===== src/rtl/drop_controller.sv =====
`timescale 1ns/1ps
// ---------------------------------------------------------------------------
// drop_controller
//
// Writer side of the board column-update interface. A player's column choice
// is checked, the current column is read from the board column memory, one
// piece is stacked on top of it and the updated column is written back to
// the memory and the board logic unit. Illegal moves are rejected with a
// one-cycle move_err pulse. The block also tracks whose turn it is and how
// many moves have been accepted.
//
// Ports:
//   clk          system clock, rising edge
//   reset        synchronous, active-high reset
//   drop_req     one-cycle drop request, sampled only while idle
//   drop_col     requested column (0..COLS-1), sampled with drop_req
//   busy         high whenever a request is being processed
//   mem_rd_en    board memory read strobe (one cycle)
//   mem_addr     board memory read column
//   onoff_rd     occupancy column, valid one cycle after mem_rd_en
//   player_rd    owner column, valid one cycle after mem_rd_en
//   mem_wr_en    board memory write strobe (same as go)
//   address      column being written
//   onoff_write  new occupancy column
//   player_write new owner column
//   go           one-cycle write strobe to the logic unit
//   player_turn  player to move next
//   move_ok      one-cycle pulse on an accepted move, coincident with go
//   move_err     one-cycle pulse on a rejected request
//   move_count   accepted moves, saturating at ROWS*COLS
//   board_full   high when move_count reaches ROWS*COLS
//
// Column encoding: onoff is thermometer coded from bit 0 (bottom); a player
// bit of 1 means player 1, unoccupied player bits are 0.
// ---------------------------------------------------------------------------
module drop_controller #(
    parameter int   ROWS         = 6,
    parameter int   COLS         = 7,
    parameter logic FIRST_PLAYER = 1'b0
) (
    input  logic       clk,
    input  logic       reset,
    input  logic       drop_req,
    input  logic [2:0] drop_col,
    output logic       busy,
    output logic       mem_rd_en,
    output logic [2:0] mem_addr,
    input  logic [5:0] onoff_rd,
    input  logic [5:0] player_rd,
    output logic       mem_wr_en,
    output logic [2:0] address,
    output logic [5:0] onoff_write,
    output logic [5:0] player_write,
    output logic       go,
    output logic       player_turn,
    output logic       move_ok,
    output logic       move_err,
    output logic [5:0] move_count,
    output logic       board_full
);

    localparam logic [5:0] MAX_MOVES = 6'(ROWS * COLS);
    localparam logic [2:0] MAX_COL   = 3'(COLS - 1);

    localparam logic [2:0] ST_IDLE  = 3'd0;
    localparam logic [2:0] ST_READ  = 3'd1;
    localparam logic [2:0] ST_EVAL  = 3'd2;
    localparam logic [2:0] ST_WRITE = 3'd3;
    localparam logic [2:0] ST_ERR   = 3'd4;

    // A legal column is 0..01..1: adding one to it leaves no overlapping bits.
    function automatic logic is_thermo(input logic [5:0] v);
        logic [6:0] ext;
        logic [6:0] inc;
        ext = {1'b0, v};
        inc = ext + 7'd1;
        return ((ext & inc) == 7'd0);
    endfunction

    // Number of occupied cells, i.e. the row index of the next free cell.
    function automatic logic [2:0] ones_count(input logic [5:0] v);
        logic [2:0] n;
        n = 3'd0;
        for (int i = 0; i < 6; i++) begin
            n = n + {2'b00, v[i]};
        end
        return n;
    endfunction

    // Owner column with the cell at row h assigned to player who.
    function automatic logic [5:0] set_owner(input logic [5:0] p,
                                             input logic [2:0] h,
                                             input logic       who);
        logic [5:0] r;
        r = p;
        for (int i = 0; i < 6; i++) begin
            if (h == 3'(i)) begin
                r[i] = who;
            end else begin
                r[i] = p[i];
            end
        end
        return r;
    endfunction

    logic [2:0] state_r, state_s;
    logic [2:0] col_r, col_s;
    logic       turn_r, turn_s;
    logic       busy_r, busy_s;
    logic       mem_rd_en_r, mem_rd_en_s;
    logic [2:0] mem_addr_r, mem_addr_s;
    logic       go_r, go_s;
    logic [2:0] address_r, address_s;
    logic [5:0] onoff_write_r, onoff_write_s;
    logic [5:0] player_write_r, player_write_s;
    logic       player_turn_r, player_turn_s;
    logic       move_ok_r, move_ok_s;
    logic       move_err_r, move_err_s;
    logic [5:0] move_count_r, move_count_s;
    logic       board_full_s;

    assign board_full_s = (move_count_r == MAX_MOVES);

    // Next-state and next-output logic; every output is registered from these.
    always_comb begin
        state_s        = state_r;
        col_s          = col_r;
        turn_s         = turn_r;
        mem_addr_s     = mem_addr_r;
        address_s      = address_r;
        onoff_write_s  = onoff_write_r;
        player_write_s = player_write_r;
        player_turn_s  = player_turn_r;
        move_count_s   = move_count_r;
        mem_rd_en_s    = 1'b0;
        go_s           = 1'b0;
        move_ok_s      = 1'b0;
        move_err_s     = 1'b0;

        case (state_r)
            ST_IDLE: begin
                if (drop_req) begin
                    col_s  = drop_col;
                    turn_s = player_turn_r;
                    if ((drop_col > MAX_COL) || board_full_s) begin
                        state_s    = ST_ERR;
                        move_err_s = 1'b1;
                    end else begin
                        state_s     = ST_READ;
                        mem_rd_en_s = 1'b1;
                        mem_addr_s  = drop_col;
                    end
                end else begin
                    state_s = ST_IDLE;
                end
            end
            ST_READ: begin
                // Memory returns the column during the following cycle.
                state_s = ST_EVAL;
            end
            ST_EVAL: begin
                if (onoff_rd[5] || !is_thermo(onoff_rd)) begin
                    state_s    = ST_ERR;
                    move_err_s = 1'b1;
                end else begin
                    state_s        = ST_WRITE;
                    go_s           = 1'b1;
                    move_ok_s      = 1'b1;
                    address_s      = col_r;
                    onoff_write_s  = {onoff_rd[4:0], 1'b1};
                    player_write_s = set_owner(player_rd, ones_count(onoff_rd), turn_r);
                    player_turn_s  = ~player_turn_r;
                    if (move_count_r < MAX_MOVES) begin
                        move_count_s = move_count_r + 6'd1;
                    end else begin
                        move_count_s = move_count_r;
                    end
                end
            end
            ST_WRITE: begin
                state_s = ST_IDLE;
            end
            ST_ERR: begin
                state_s = ST_IDLE;
            end
            default: begin
                state_s = ST_IDLE;
            end
        endcase

        busy_s = (state_s != ST_IDLE);
    end

    // State and output registers with synchronous reset.
    always_ff @(posedge clk) begin
        if (reset) begin
            state_r        <= ST_IDLE;
            col_r          <= 3'd0;
            turn_r         <= 1'b0;
            busy_r         <= 1'b0;
            mem_rd_en_r    <= 1'b0;
            mem_addr_r     <= 3'd0;
            go_r           <= 1'b0;
            address_r      <= 3'd0;
            onoff_write_r  <= 6'd0;
            player_write_r <= 6'd0;
            player_turn_r  <= FIRST_PLAYER;
            move_ok_r      <= 1'b0;
            move_err_r     <= 1'b0;
            move_count_r   <= 6'd0;
        end else begin
            state_r        <= state_s;
            col_r          <= col_s;
            turn_r         <= turn_s;
            busy_r         <= busy_s;
            mem_rd_en_r    <= mem_rd_en_s;
            mem_addr_r     <= mem_addr_s;
            go_r           <= go_s;
            address_r      <= address_s;
            onoff_write_r  <= onoff_write_s;
            player_write_r <= player_write_s;
            player_turn_r  <= player_turn_s;
            move_ok_r      <= move_ok_s;
            move_err_r     <= move_err_s;
            move_count_r   <= move_count_s;
        end
    end

    assign busy         = busy_r;
    assign mem_rd_en    = mem_rd_en_r;
    assign mem_addr     = mem_addr_r;
    assign go           = go_r;
    assign mem_wr_en    = go_r;
    assign address      = address_r;
    assign onoff_write  = onoff_write_r;
    assign player_write = player_write_r;
    assign player_turn  = player_turn_r;
    assign move_ok      = move_ok_r;
    assign move_err     = move_err_r;
    assign move_count   = move_count_r;
    assign board_full   = board_full_s;

endmodule


===== config.mk =====
export PLATFORM = sky130hd
export DESIGN_NAME = drop_controller
export DESIGN_NICKNAME = d
export VERILOG_FILES = /design/src/rtl/drop_controller.sv
export SDC_FILE = /design/constraint.sdc
export NUM_CORES = 1
export LEC_CHECK = 0
export ABC_AREA = 1
export CORE_MARGIN = 4
export CORE_UTILIZATION = 60
export CTS_BUF_LIST = sky130_fd_sc_hd__clkbuf_8
export CTS_CLUSTER_SIZE = 28
export DETAILED_ROUTE_END_ITERATION = 8
export DONT_BUFFER_PORTS = 1
export PLACE_DENSITY = 0.86
export SLEW_MARGIN = 0
export SYNTH_ARGS = -nofsm -noshare
export SYNTH_HDL_FRONTEND = slang
export SYNTH_SLANG_ARGS = --single-unit

===== constraint.sdc =====
create_clock -name clk -period 3.12 [get_ports clk]
set_input_delay 0 -clock clk [delete_from_list [all_inputs] [get_ports clk]]
set_output_delay 0 -clock clk [all_outputs]
set_load 0.03 [all_outputs]

* Word level (Yosys, flattened, before mapping)
Index checks and enable logic that the tools add are counted.
** Storage, ports and cells
- Flip-flop bits (word level) :: 36
- Input port bits :: 18
- Output and inout bits :: 32
- Word-level logic and storage cells :: 66
** Operators by class
- Add/subtract/negate cells :: 7
- Magnitude comparators :: 2
- Equal/unequal tests :: 8
- Mux-type cells :: 16
- Bitwise gates (word level) :: 7
- Reduce and logical (&&, ||, !) cells :: 13
** Operators by type and width (number)
- 1-bit 2-to-1 mux :: 11
- 3-bit by 1-bit adder with 3-bit output :: 3
- 3-bit by 2-bit equality test with 1-bit output, second input constant :: 3
- 3-bit 2-to-1 mux :: 3
- 3-bit case mux with 3 select lines :: 1
- 6-bit by 1-bit adder with 7-bit output, second input constant :: 1
- 6-bit by 7-bit bitwise AND with 7-bit output :: 1
- 7-bit logical NOT :: 1
- 6-bit by 1-bit adder with 6-bit output, second input constant :: 1
- 3-bit by 1-bit equality test with 1-bit output, second input constant :: 2
- 3-bit equality test, second input constant :: 2
- 6-bit equality test, second input constant :: 1
- 3-bit logical NOT :: 2
- 6-bit < comparator, second input constant :: 1
- 1-bit NOT :: 6
- 3-bit AND reduction :: 2
- 2-bit AND reduction :: 2
- 2-bit by 1-bit adder with 3-bit output :: 1
- 3-bit > comparator, second input constant :: 1
- 3-bit nonzero test :: 1
- 3-bit OR reduction :: 1
- 1-bit by 1-bit adder with 2-bit output :: 1
- 1-bit logical OR :: 2
- 1-bit case mux with 2 select lines :: 1
- 2 further kinds :: 2

* Logic depth before layout (Yosys ltp)
- Depth after elaboration :: 8
- Gate-level depth with buffers :: 13
- Mapped depth without buffers :: 13

* Worst setup path before layout
Ideal clock, no wire load.
- Path kind :: in2reg
- Start :: input onoff_rd[0]
- End :: register player_write_r[2] (netlist: player_write[2])
- Library setup time :: 0.071 ns
- Arrival :: 2.190 ns
- Data required time :: 3.049 ns
- Path slack :: 0.859 ns
- Cell stages on the path :: 12
- Buffers on the path :: 0
- Cell sequence :: fa_1 > inv_1 > fa_1 > inv_1 > ha_1 > inv_1 > fa_1 > inv_1 > nand3_1 > o21ai_0 > nand2_1 > a21oi_1
** On the way
- Word-level cells in the longest chain between the ends :: 7
- Elaborated cells on any way between the ends :: 14
- Classes of those cells :: 6 x add/sub; 1 x eq/ne; 1 x mux; 2 x bitwise; 4 x reduce/logical
** Ends and longest elaborated chain
- start: declaration :: line 48 : input logic [5:0] onoff_rd,
- 1-bit by 1-bit adder with 2-bit output or 6-bit by 1-bit adder with 7-bit output (tied branches) :: line 85, 76
- 2-bit by 1-bit adder with 3-bit output or 6-bit by 7-bit bitwise AND with 7-bit output (tied branches) :: line 85, 77
- 3-bit by 1-bit adder with 3-bit output or 7-bit logical NOT (tied branches) :: line 85, 77
- 3-bit by 1-bit adder with 3-bit output or 1-bit logical NOT (tied branches) :: line 85, 162
- 3-bit by 1-bit adder with 3-bit output or 1-bit logical OR (tied branches) :: line 85, 162
- 3-bit by 2-bit equality test with 1-bit output or 1-bit NOT (tied branches)
- 1-bit 2-to-1 mux or 2-bit AND reduction (tied branches)
- end signal: assignment :: line 221 : player_write_r <= player_write_s;
- end: declaration :: line 115 : logic [5:0] player_write_r, player_write_s;
Parallel ways exist; a longest one is shown, timed or not.
A chain may end at the register's enable or synchronous reset.

* Worst setup path in the final report
- Start :: input onoff_rd[0]
- End :: register player_write_r[3] (netlist: player_write[3])
The elaborated chain is that of the path after synthesis.

==> flow_metrics.env <==
export IMPL_outcome="completed"
export IMPL_clk_latency_ps=290
export IMPL_fp_dieH_um=61.53
export IMPL_seq_area_um2=720.7
export IMPL_top_layer_used="met4"
export IMPL_p_total_w=0.0009625
export IMPL_hold_class="input pin to flop"
export IMPL_timing_setup_tns_ps=0
export IMPL_grt_pass1_vias=1419
export IMPL_cp_required_ps=3330
export IMPL_cellPowerDensity_mw_per_mm2=496.0
export IMPL_grt_max_degree=24
export IMPL_place_ws_ps=694.0
export IMPL_synth_nets=262
export IMPL_design_area_mm2=0.001941
export IMPL_yosysWarnings=0
export IMPL_clk_pin_slew_worst_paths_ps=70
export IMPL_post_cts_buffers=0
export IMPL_rr_worst_depth=6
export IMPL_htreeDepth=2
export IMPL_hold_viol=0
export IMPL_cts_sinks=36
export IMPL_first_iter_violations=107
export IMPL_utilization=0.7037
export IMPL_syn_area_mm2=0.001719
export IMPL_vias=1476
export IMPL_syn_avg_cell_area_um2=7.285
export IMPL_fmax_ghz=0.4665
export IMPL_final_nets=276
export IMPL_cts_tree="built"
export IMPL_hpwl_mm=2.573
export IMPL_critical_path_arrival_ps=2360
export IMPL_die_w_um=61.53
export IMPL_cts_resized=0
export IMPL_synthTopCellsByArea="dfxtp_1, nand2_1, inv_1, nand3_1, a21oi_1"
export IMPL_worst_setup_path_end_kind="flop"
export IMPL_r2r_slack_ps=1420
export IMPL_min_period_over_period=0.6871
export IMPL_numCtsBuffers=5
export IMPL_cp_max_fo=5
export IMPL_hold_buffers=14
export IMPL_finalCriticalPeriod_ps=2144
export IMPL_crit_start="onoff_rd[0]"
export IMPL_pin_count=50
export IMPL_portBuffers=0
export IMPL_wl_met1_mm=1.614
export IMPL_critPathKind="input pin to flop"
export IMPL_ir_drop_v=0.0005504
export IMPL_die_area_mm2=0.003786
export IMPL_yosysTopAreaCell="dfxtp_1"
export IMPL_setup_viol=0
export IMPL_fill_cells=222
export IMPL_skew_ps=5.409
export IMPL_worstSetupStartpointType="input pin"
export IMPL_antenna_cells=0
export IMPL_cts_root_buf="clkbuf_8"
export IMPL_drive_gt1_frac=0.05179
export IMPL_wl_per_cell_um=13.19
export IMPL_syn_inst=236
export IMPL_overflow=0
export IMPL_cap_violations=0
export IMPL_place_gp_congestion=0.8562
export IMPL_multi_input_area_um2=809.5
export IMPL_tightestPinTransition_ps=889.9
export IMPL_place_area_mm2=0.001708
export IMPL_grt_total_usage=0.2059
export IMPL_wl_met2_mm=1.782
export IMPL_clockBufferDepth=2
export IMPL_final_max_slew_viol_count=0
export IMPL_start_util=0.6234
export IMPL_reg2reg_to="mem_addr[2]"
export IMPL_yosysTopAreaCellShare=0.4192
export IMPL_synth_cell_types=23
export IMPL_antenna_found_initial=0
export IMPL_viasPerCell=5.234
export IMPL_rows=19
export IMPL_cp_endpoint="player_write[3]"
export IMPL_r2r_start="move_count[0]"
export IMPL_ys_flop_type="dfxtp_1"
export IMPL_setup_slack_ps=976.2
export IMPL_rsz0062_at_grt="false"
export IMPL_drt_wl_total_mm=3.720
export IMPL_drc=0
export IMPL_synth_async_reset_ratio=0
export IMPL_synth_seq_area_share=0.4192
export IMPL_slew_headroom=0.4048
export IMPL_grt_pass1_wl_mm=5.830
export IMPL_syn_to_final_growth_pct=12.88
export IMPL_ant_nets=0
export IMPL_core_mm2=0.002758
export IMPL_yosys_register_bits=36
export IMPL_met3RoutedLength_um=269
export IMPL_leakage_nw=0.8964
export IMPL_synth_edf_count=0
export IMPL_firstDrtPassIters=4
sequential cells by signal (all words and copies together), names as in the netlist:
signal,count
player_turn,1
onoff_write,6
col_r,3
state_r,3
move_ok,1
mem_addr,3
turn_r,1
address,3
busy,1
move_err,1
move_count,6
mem_rd_en,1
player_write,6
placed cells by master (no fill, tap or decap):
cell	n
a21oi_1	21
nor2_1	14
o21ai_0	12
inv_2	1
o21a_1	1
fa_1	3
a211oi_1	2
o211ai_1	1
inv_1	36
xor2_1	4
clkbuf_8	6
ha_1	5
dlygate4sd3_1	14
nand3_1	25
dfxtp_1	36
nand2_2	1
clkinv_2	2
nor2_4	1
nand4_1	2
nand3_2	1
nand2_1	62
nor2_2	1
logic make-up after synthesis:
kind of cell,Yosys count,share of synthesized area
AO/OA/AOI/OAI,37,0.1135
XOR/XNOR,4,0.02038
adder cells (fa/ha/maj),8,0.07133
buffers and inverters,44,0.1099
flip-flops,36,0.4192
AND/OR/NAND/NOR,107,0.2656
stage by stage:
stage | instances | hold slack, ps
2_1_floorplan | 236 | 69.07
3_3_place_gp | 260 | 71.32
3_5_place_dp | 260 | 73.42
4_1_cts | 282 | 4.914
5_1_grt | 282 | 28.50
6_report | 282 | 5.546
layer usage:
layer | global-route usage | vias up
li1 | - | 773
met1 | 0.2487 | 656
met2 | 0.3468 | 41
met3 | 0.05031 | 6
met4 | 0.08788 | 0
met5 | 0 | -
critical path: stages:
cell and delay (ps):
fa_1 520, inv_1 50, fa_1 470, inv_1 40, ha_1 170, inv_1 60, fa_1 470, inv_1 100
nand3_1 80, o21ai_0 170, nand2_1 80, a21oi_1 140
power breakdown:
part	total, W	leakage [nW]	internal (W)	switching, W
sequential	0.000497	0.292	0.000474	0.0000229
clock	0.000337	0.0510	0.000176	0.000161
combinational	0.000128	0.553	0.0000505	0.0000780
layout make-up:
type	instances	share of cell area
clock buffers	6	0.04255
clock inverters	2	0.005158
inverters	37	0.07157
multi-input cells	156	0.4172
flip-flops and latches	36	0.3714
well taps	31	0.01999
repair buffers	14	0.07221
cells in the mapped netlist, drive strengths merged (3+ instances only):
master   n
nand2   63
inv     37
dfxtp   36
nand3   26
a21oi   21
nor2    16
o21ai   12
buf      5
ha       5
xor2     4
fa       3
worst min path at each step:
| stage | startpoint | to | cells past startpoint |
|---|---|---|---|
| final | player_rd[3] | player_write[3] | 4 |
| after global routing | player_rd[1] | player_write[1] | 4 |
| after CTS | player_rd[3] | player_write[3] | 4 |
| after detailed placement | reset | address[1] | 1 |
| after global placement | reset | address[0] | 1 |
| after floorplan | reset | address[2] | 1 |
Power figures use the tool's default switching activity.
